<file path="src/rtl/writeback_ctrl_if.sv">
// Writeback bus bundle: ALU result, load-result handshake, reservation port,
// register-bank write port and pending scoreboard.
interface writeback_ctrl_if;
   logic        AluValid;
   logic [4:0]  AluAddr;
   logic [63:0] AluData;
   logic        MemValid;
   logic [4:0]  MemAddr;
   logic [63:0] MemData;
   logic        MemReady;
   logic        Reserve;
   logic [4:0]  ReserveAddr;
   logic        w;
   logic [4:0]  AddrC;
   logic [63:0] DataC;
   logic [31:0] Pending;

   modport master (
      output AluValid, AluAddr, AluData, MemValid, MemAddr, MemData,
             Reserve, ReserveAddr,
      input  MemReady, w, AddrC, DataC, Pending
   );

   modport slave (
      input  AluValid, AluAddr, AluData, MemValid, MemAddr, MemData,
             Reserve, ReserveAddr,
      output MemReady, w, AddrC, DataC, Pending
   );
endinterface

</file>
<file path="src/rtl/writeback_ctrl.sv">
// Register-bank writeback arbiter: ALU results win over a small load FIFO;
// the chosen result is registered onto the write port and clears its pending bit.
module writeback_ctrl #(
   parameter int DEPTH = 2
) (
   input logic           Clk,
   input logic           Reset_n,
   writeback_ctrl_if.slave wb
);
   localparam int PW = (DEPTH > 1) ? $clog2(DEPTH) : 1;
   localparam int CW = $clog2(DEPTH + 1);

   logic [PW-1:0] rd_ptr_q, rd_ptr_d, wr_ptr_q, wr_ptr_d;
   logic [CW-1:0] count_q, count_d;
   logic [4:0]    fifo_addr_q [DEPTH];
   logic [63:0]   fifo_data_q [DEPTH];
   logic          w_q, w_d;
   logic [4:0]    addr_q, addr_d;
   logic [63:0]   data_q, data_d;
   logic [31:0]   pending_q, pending_d;

   logic          push, pop, fifo_ne, sel_vld;
   logic [4:0]    sel_addr;
   logic [63:0]   sel_data;
   logic [31:0]   clr_mask, set_mask;

   assign wb.MemReady = (count_q < CW'(DEPTH));
   assign wb.w        = w_q;
   assign wb.AddrC    = addr_q;
   assign wb.DataC    = data_q;
   assign wb.Pending  = pending_q;

   always_comb begin
      fifo_ne  = (count_q != '0);
      push     = wb.MemValid && wb.MemReady;
      pop      = !wb.AluValid && fifo_ne;
      sel_vld  = wb.AluValid || fifo_ne;
      sel_addr = wb.AluValid ? wb.AluAddr : fifo_addr_q[rd_ptr_q];
      sel_data = wb.AluValid ? wb.AluData : fifo_data_q[rd_ptr_q];

      // Power-of-two depth: pointers wrap by plain overflow
      rd_ptr_d = pop  ? rd_ptr_q + 1'b1 : rd_ptr_q;
      wr_ptr_d = push ? wr_ptr_q + 1'b1 : wr_ptr_q;
      count_d  = count_q;
      if (push && !pop)      count_d = count_q + 1'b1;
      else if (pop && !push) count_d = count_q - 1'b1;

      // r31 is a sink: consumed but never written
      w_d    = sel_vld && (sel_addr != 5'd31);
      addr_d = w_d ? sel_addr : addr_q;
      data_d = w_d ? sel_data : data_q;

      clr_mask  = sel_vld ? (32'd1 << sel_addr) : 32'd0;
      set_mask  = (wb.Reserve && wb.ReserveAddr != 5'd31) ? (32'd1 << wb.ReserveAddr) : 32'd0;
      pending_d = ((pending_q & ~clr_mask) | set_mask) & 32'h7FFF_FFFF;
   end

   always_ff @(posedge Clk or negedge Reset_n) begin
      if (!Reset_n) begin
         rd_ptr_q  <= '0;
         wr_ptr_q  <= '0;
         count_q   <= '0;
         w_q       <= 1'b0;
         addr_q    <= '0;
         data_q    <= '0;
         pending_q <= '0;
      end else begin
         rd_ptr_q  <= rd_ptr_d;
         wr_ptr_q  <= wr_ptr_d;
         count_q   <= count_d;
         w_q       <= w_d;
         addr_q    <= addr_d;
         data_q    <= data_d;
         pending_q <= pending_d;
      end
   end

   // Payload storage needs no reset; count gates every read
   always_ff @(posedge Clk) begin
      if (push) begin
         fifo_addr_q[wr_ptr_q] <= wb.MemAddr;
         fifo_data_q[wr_ptr_q] <= wb.MemData;
      end
   end
endmodule

</file>
<file path="src/flat_wrapper.sv">
// flat-port wrapper written by rule: the top's interface ports become plain ports
module writeback_ctrl_flat 
#(
   parameter int DEPTH = 2
)
  (Clk, Reset_n, wb_AluValid, wb_AluAddr, wb_AluData, wb_MemValid, wb_MemAddr, wb_MemData, wb_Reserve, wb_ReserveAddr, wb_MemReady, wb_w, wb_AddrC, wb_DataC, wb_Pending);
  writeback_ctrl_if wb_i ();
  input logic Clk;
  input logic Reset_n;
  input wire logic [$bits(wb_i.AluValid)-1:0] wb_AluValid;
  input wire logic [$bits(wb_i.AluAddr)-1:0] wb_AluAddr;
  input wire logic [$bits(wb_i.AluData)-1:0] wb_AluData;
  input wire logic [$bits(wb_i.MemValid)-1:0] wb_MemValid;
  input wire logic [$bits(wb_i.MemAddr)-1:0] wb_MemAddr;
  input wire logic [$bits(wb_i.MemData)-1:0] wb_MemData;
  input wire logic [$bits(wb_i.Reserve)-1:0] wb_Reserve;
  input wire logic [$bits(wb_i.ReserveAddr)-1:0] wb_ReserveAddr;
  output wire logic [$bits(wb_i.MemReady)-1:0] wb_MemReady;
  output wire logic [$bits(wb_i.w)-1:0] wb_w;
  output wire logic [$bits(wb_i.AddrC)-1:0] wb_AddrC;
  output wire logic [$bits(wb_i.DataC)-1:0] wb_DataC;
  output wire logic [$bits(wb_i.Pending)-1:0] wb_Pending;
  assign wb_i.AluValid = wb_AluValid;
  assign wb_i.AluAddr = wb_AluAddr;
  assign wb_i.AluData = wb_AluData;
  assign wb_i.MemValid = wb_MemValid;
  assign wb_i.MemAddr = wb_MemAddr;
  assign wb_i.MemData = wb_MemData;
  assign wb_i.Reserve = wb_Reserve;
  assign wb_i.ReserveAddr = wb_ReserveAddr;
  assign wb_MemReady = wb_i.MemReady;
  assign wb_w = wb_i.w;
  assign wb_AddrC = wb_i.AddrC;
  assign wb_DataC = wb_i.DataC;
  assign wb_Pending = wb_i.Pending;
  writeback_ctrl #(.DEPTH(DEPTH)) u_core (.Clk(Clk), .Reset_n(Reset_n), .wb(wb_i));
endmodule
</file>
<file path="config.mk">
export PLATFORM = sky130hd
export DESIGN_NAME = writeback_ctrl_flat
export DESIGN_NICKNAME = d
export VERILOG_FILES = /design/src/rtl/writeback_ctrl_if.sv /design/src/rtl/writeback_ctrl.sv /design/src/flat_wrapper.sv
export SDC_FILE = /design/constraint.sdc
export NUM_CORES = 1
export LEC_CHECK = 0
export ABC_CLOCK_PERIOD_IN_PS = 6100
export CAP_MARGIN = 40
export CELL_PAD_IN_SITES_DETAIL_PLACEMENT = 2
export CELL_PAD_IN_SITES_GLOBAL_PLACEMENT = 2
export CORE_MARGIN = 2
export CORE_UTILIZATION = 33
export CTS_CLUSTER_DIAMETER = 30
export DETAILED_ROUTE_END_ITERATION = 12
export GPL_ROUTABILITY_DRIVEN = 0
export PLACE_DENSITY = 0.78
export SLEW_MARGIN = 20
export SYNTH_ARGS = -nofsm -noshare
export SYNTH_HDL_FRONTEND = slang
export SYNTH_SLANG_ARGS = --single-unit
</file>
<file path="constraint.sdc">
create_clock -name Clk -period 6.1 [get_ports Clk]
set_clock_uncertainty 0.1 [all_clocks]
set_input_delay 1.22 -clock Clk [delete_from_list [all_inputs] [get_ports Clk]]
set_output_delay 1.22 -clock Clk [all_outputs]
set_load 0.05 [all_outputs]
</file>
## Yosys cells after proc, flatten, opt, wreduce, memory -nomap -nowiden

Memory sizes are Yosys's and may differ from the RTL's.
Index checks and enable logic that the tools add are counted.

- Bits in registers: 105
- Output and inout bits: 103
- Input port bits: 148
- Memory bits (read-only): 0
- Bits in latches: 0
- RAM bits: 138
- Memories kept: 2

- Mux-type cells: 8
- Eq/ne operators: 2
- Shift operators: 2
- Divide/modulo/power cells: 0
- Add/sub/neg operators: 4
- Multiply operators: 0
- Reduce and logical (&&, ||, !) cells: 12
- Bitwise operators: 3
- $lt $le $gt $ge: 1

Memories:

| name | words | width | read ports | clocked after memory_dff | wr ports | RTL line | RTL |
|---|---|---|---|---|---|---|---|
| u_core.fifo_data_q | 2 | 64 | 1 | 0 | 1 | writeback_ctrl.sv:16 | `logic [63:0] fifo_data_q [DEPTH];` |
| u_core.fifo_addr_q | 2 | 5 | 1 | 0 | 1 | writeback_ctrl.sv:15 | `logic [4:0] fifo_addr_q [DEPTH];` |

Operator list:

| operator | count |
|---|---|
| $mux W64 | 1 |
| $mux W31 | 2 |
| $shl A1 B5 Y31 const A | 2 |
| $and A31 B31 Y31 | 1 |
| $not A31 Y31 | 1 |
| $or A31 B31 Y31 | 1 |
| $ne A5 B5 Y1 const B | 2 |
| $logic_and A1 B1 Y1 | 6 |
| $mux W5 | 1 |
| $mux W2 | 2 |
| $reduce_bool A2 Y1 | 2 |
| $logic_not A1 Y1 | 3 |
| $add A1 B1 Y1 const B | 2 |
| $add A2 B1 Y2 const B | 1 |
| $lt A2 B2 Y1 const B | 1 |
| $mux W1 | 2 |
| $sub A2 B1 Y2 const B | 1 |
| $logic_or A1 B1 Y1 | 1 |

## Depth between registers and ports, before layout

An unclocked memory read counts as a cell.

- Depth in word-level cells: 7
- Gate-level depth with buffers: 9
- Gate-level depth less buffers: 5

## Worst setup path before layout

OpenSTA, ideal clock, no wires.

- Path kind: input-to-reg
- Start point: in wb_MemValid
- End point: mem u_core.fifo_addr_q[0][0] (enable)
- Buffers on the path: 0
- Arrival time: 4.553 ns
- Path slack: 0.943 ns
- Cell stages on the path: 2
- Cell sequence: nor2b_1 > nor2b_1

- Longest elaborated chain between the ends: 3

RTL lines:

| what | RTL line | RTL |
|---|---|---|
| start: declaration | flat_wrapper.sv:13 | `input wire logic [$bits(wb_i.MemValid)-1:0] wb_MemValid;` |
| $logic_and A1 B1 Y1 | writeback_ctrl.sv:35 | `push = wb.MemValid && wb.MemReady;` |
| $mux W1 | writeback_ctrl.sv:80 | `if (push) begin` |
| $mux W1 (implied by the code) | writeback_ctrl.sv:81 | `fifo_addr_q[wr_ptr_q] <= wb.MemAddr;` |
| end: declaration | writeback_ctrl.sv:15 |  |

Every way passes these cells.

## Worst setup path after layout

- Start point: in wb_AluAddr[2]
- End point: reg u_core.data_q[36] (netlist: u_core.wb.DataC[36])

- Longest elaborated chain between the ends: 3

RTL lines:

| what | RTL line | RTL |
|---|---|---|
| start: declaration | flat_wrapper.sv:11 | `input wire logic [$bits(wb_i.AluAddr)-1:0] wb_AluAddr;` |
| $mux W5 | writeback_ctrl.sv:38 | `sel_addr = wb.AluValid ? wb.AluAddr : fifo_addr_q[rd_ptr_q];` |
| $ne A5 B5 Y1 | writeback_ctrl.sv:49 | `w_d = sel_vld && (sel_addr != 5'd31);` |
| $logic_and A1 B1 Y1 | writeback_ctrl.sv:49 |  |
| end signal: assignment | writeback_ctrl.sv:73 | `data_q <= data_d;` |
| end: declaration | writeback_ctrl.sv:19 | `logic [63:0] data_q, data_d;` |

Every way passes these cells.
A chain may end at the register's enable or synchronous reset.

==> flow_summary.json <==
{
  "critPathLaunchType": "input pin",
  "hold_depth": 1,
  "grt_max_degree": 65,
  "setup_viol": 0,
  "hold_path_end": "u_core.wb.DataC[51]",
  "crit_path_end_kind": "register",
  "dr.pass1.iters": 4,
  "antenna_found_initial": 7,
  "drt-total-wl_um": 31800,
  "ant_nets": 0,
  "post-route-min-period_ps": 3280,
  "ys_types": 36,
  "hpwl_um": 20700,
  "r2r_start": "u_core.rd_ptr_q",
  "cap_violations": 0,
  "port_buffers": 249,
  "tns_ps": 0,
  "crit_arrival_ps": 3610,
  "grt_util_all_layers": 0.204,
  "cts_setup_buffers": 0,
  "vias": 6814,
  "drive_gt1_frac": 0.184,
  "yosys_warnings": 0,
  "final.setup.worst_slack_ps": 2820,
  "initial_core_util": 0.334,
  "fill_cells": 2806,
  "routedWlPerCell_um": 22.7,
  "core_um2": 29500,
  "cpPeakStageDelay_ps": 450,
  "r2r-end": "u_core.wb.DataC[36]",
  "stdcell_area_um2": 14800,
  "area_growth_pct": 50.5,
  "drc": 0,
  "nets": 1108,
  "post-place-ws_ps": 2260,
  "ir_drop_mv": 0.242,
  "die-area_um2": 31200,
  "holdBufCountCts": 0,
  "reg2reg_slack_ps": 2860,
  "rsz0062_at_grt": "false",
  "syn-cell-area_um2": 9840,
  "hold_start": "u_core.wb.DataC[51]",
  "die_w_um": 177,
  "clock-sinks": 243,
  "overflow": 0,
  "cts.root.buffer_cell": "clkbuf_16",
  "hold_viol": 0,
  "crit_type": "input pin to register",
  "finalCritPeriodShare": 0.538,
  "slowest_stage": "buf_4",
  "drt_iter0_drc": 314,
  "power.leakage_nw": 5.84,
  "clk_latency_ps": 550,
  "grt_pass1_vias": 7955,
  "yosys_register_bits": 243,
  "required_ps": 6430,
  "crit_buf_inv": 3,
  "placed_cell_area_um2": 12800,
  "slew_viol_final": 0,
  "syn-instance-count": 674,
  "worst_pin_slew_ps": 757,
  "timing.fmax_mhz": 305,
  "power.total_mw": 8.45,
  "num_rows": 63,
  "synth_seq_area_share": 0.688,
  "h-tree-depth": 2,
  "cts_resized": 0,
  "clockBufferDepth": 3,
  "crit_chain": "clkdlybuf4s50_1 -> nand2_1 -> o21a_1 -> nor2_2 -> a31oi_4 -> buf_16 -> buf_4 -> mux2_2",
  "worstHoldPathType": "register to register",
  "cts_tree": "done",
  "crit_family": "buffers and inverters",
  "clk_pin_slew_ps": 50,
  "grt_pass1_wl_um": 48000,
  "avgSynthCellArea_um2": 14.6,
  "pwr_density_cell_nw_per_um2": 571,
  "timing.reg2reg.worst_path_depth": 7,
  "viasPerCell": 4.86,
  "ios": 251,
  "synth_nets": 823,
  "crit_path_max_fanout": 24,
  "numCtsBuffers": 57,
  "slew_headroom": 0.495,
  "status": "completed",
  "die_h_um": 177
}
## sequential cells by signal, indices dropped and copies added (netlist names)
signal / flops
u_core.fifo_data_q: 128
u_core.wb.DataC: 64
u_core.wb.Pending: 31
u_core.fifo_addr_q: 10
u_core.wb.AddrC: 5
u_core.count_q: 2
u_core.rd_ptr_q: 1
u_core.wb.w: 1
u_core.wr_ptr_q: 1
## synth_stat cells
cell         n  area share
a31oi_4      1      0.0022
o41ai_1      1     0.00089
mux2_2      37       0.042
clkbuf_1    16      0.0061
a2bb2oi_1    2      0.0018
edfxtp_1   138        0.42
nor2b_1      5      0.0032
ha_1         1      0.0013
nand2_1     77       0.029
buf_4        4      0.0031
a21oi_1      1     0.00051
conb_1       1     0.00038
mux2i_1     69       0.070
inv_1        1     0.00038
dfrtp_1    105        0.27
buf_2        7      0.0036
nand4_1      4      0.0025
a31oi_1      2      0.0013
nor2_2       2      0.0013
xnor2_1      3      0.0027
o21bai_1     1     0.00076
or2_2        1     0.00064
o21ai_0    129       0.066
mux2_4      31       0.047
buf_6        2      0.0023
and2_1       1     0.00064
nand2b_1     2      0.0013
buf_8        3      0.0046
nand3_1     13      0.0066
buf_1        2     0.00076
xor2_1       2      0.0018
and3_1       1     0.00064
or3_1        1     0.00064
o21a_1       5      0.0038
nor2_1       2     0.00076
nor3_1       1     0.00051
## how the worst max path moves through the flow
stage               slack (ps)                  endpoint              start  cells after the start
floorplan                  940  u_core.fifo_addr_q[0][0]        wb_MemValid                      2
global placement          2040       u_core.wb.DataC[36]      wb_AluAddr[1]                      7
detailed placement        2260       u_core.wb.DataC[36]      wb_AluAddr[1]                      8
CTS                       2770               wb_MemReady  u_core.count_q[1]                      2
global route              2640       u_core.wb.DataC[36]    u_core.rd_ptr_q                      7
finish                    2820       u_core.wb.DataC[36]      wb_AluAddr[2]                      8
## routing by layer
layer / wire, um / part of all wire / vias to the layer above / track usage
met4: 807 / 0.025 / 2 / 0.0661
met5: 13 / 0.00041 / - / 0
li1: - / - / 3089 / -
met1: 12400 / 0.39 / 3454 / 0.232
met2: 16800 / 0.53 / 218 / 0.373
met3: 1720 / 0.054 / 51 / 0.0500
## cells in the final DEF, fill, tap and decap left out, types with 4 or more instances in the layout
master and count:
clkdlybuf4s50_1 247, edfxtp_1 138, o21ai_0 129, dfrtp_1 104
nand2_1 77, mux2i_1 69, clkbuf_16 58, mux2_2 37
mux2_4 31, nand3_1 13, clkinv_2 11, clkinvlp_4 9
clkbuf_1 9, bufinv_16 8, buf_4 7, diode_2 5
o21a_1 5, nor2b_1 4, nand4_1 4, buf_16 4
## cell families (layout without fill, tap and decap cells)
kind of cell,count (synthesis),count (layout),share of synthesized area
and+or+nand+nor,110,110,0.0481
DFF,243,243,0.688
xor gates and xnor gates,5,5,0.00445
muxes,137,137,0.160
adders and majority gates,1,1,0.00127
buffers and inverters,35,369,0.0207
other,1,6,0.000381
AOI/OAI and AO/OA,142,142,0.0768
## stage by stage
stage	hold slack, ps	utilization	instances
after floorplan	355	-	674
after global routing	424	0.502	1402
final	404	0.502	1403
after global placement	391	0.430	1285
after detailed placement	396	0.435	1290
after CTS	407	0.502	1398
## area by class of cell
type / count / area (um2) / area share
timing repair buffer: 260 / 2680 / 0.181
multi-input combinational: 396 / 2870 / 0.194
clock inverter: 38 / 455 / 0.0308
tap: 390 / 488 / 0.0330
sequential: 243 / 6780 / 0.458
inverter: 1 / 3.75 / 0.000253
antenna: 5 / 12.5 / 0.000845
clock buffer: 70 / 1530 / 0.103
## where the power goes
| part | switching (mW) | total (mW) | internal, mW |
|---|---|---|---|
| clock | 0.992 | 3.11 | 2.11 |
| combinational | 1.75 | 2.81 | 1.05 |
| sequential | 0.310 | 2.54 | 2.23 |
Power figures use the tool's default switching activity.
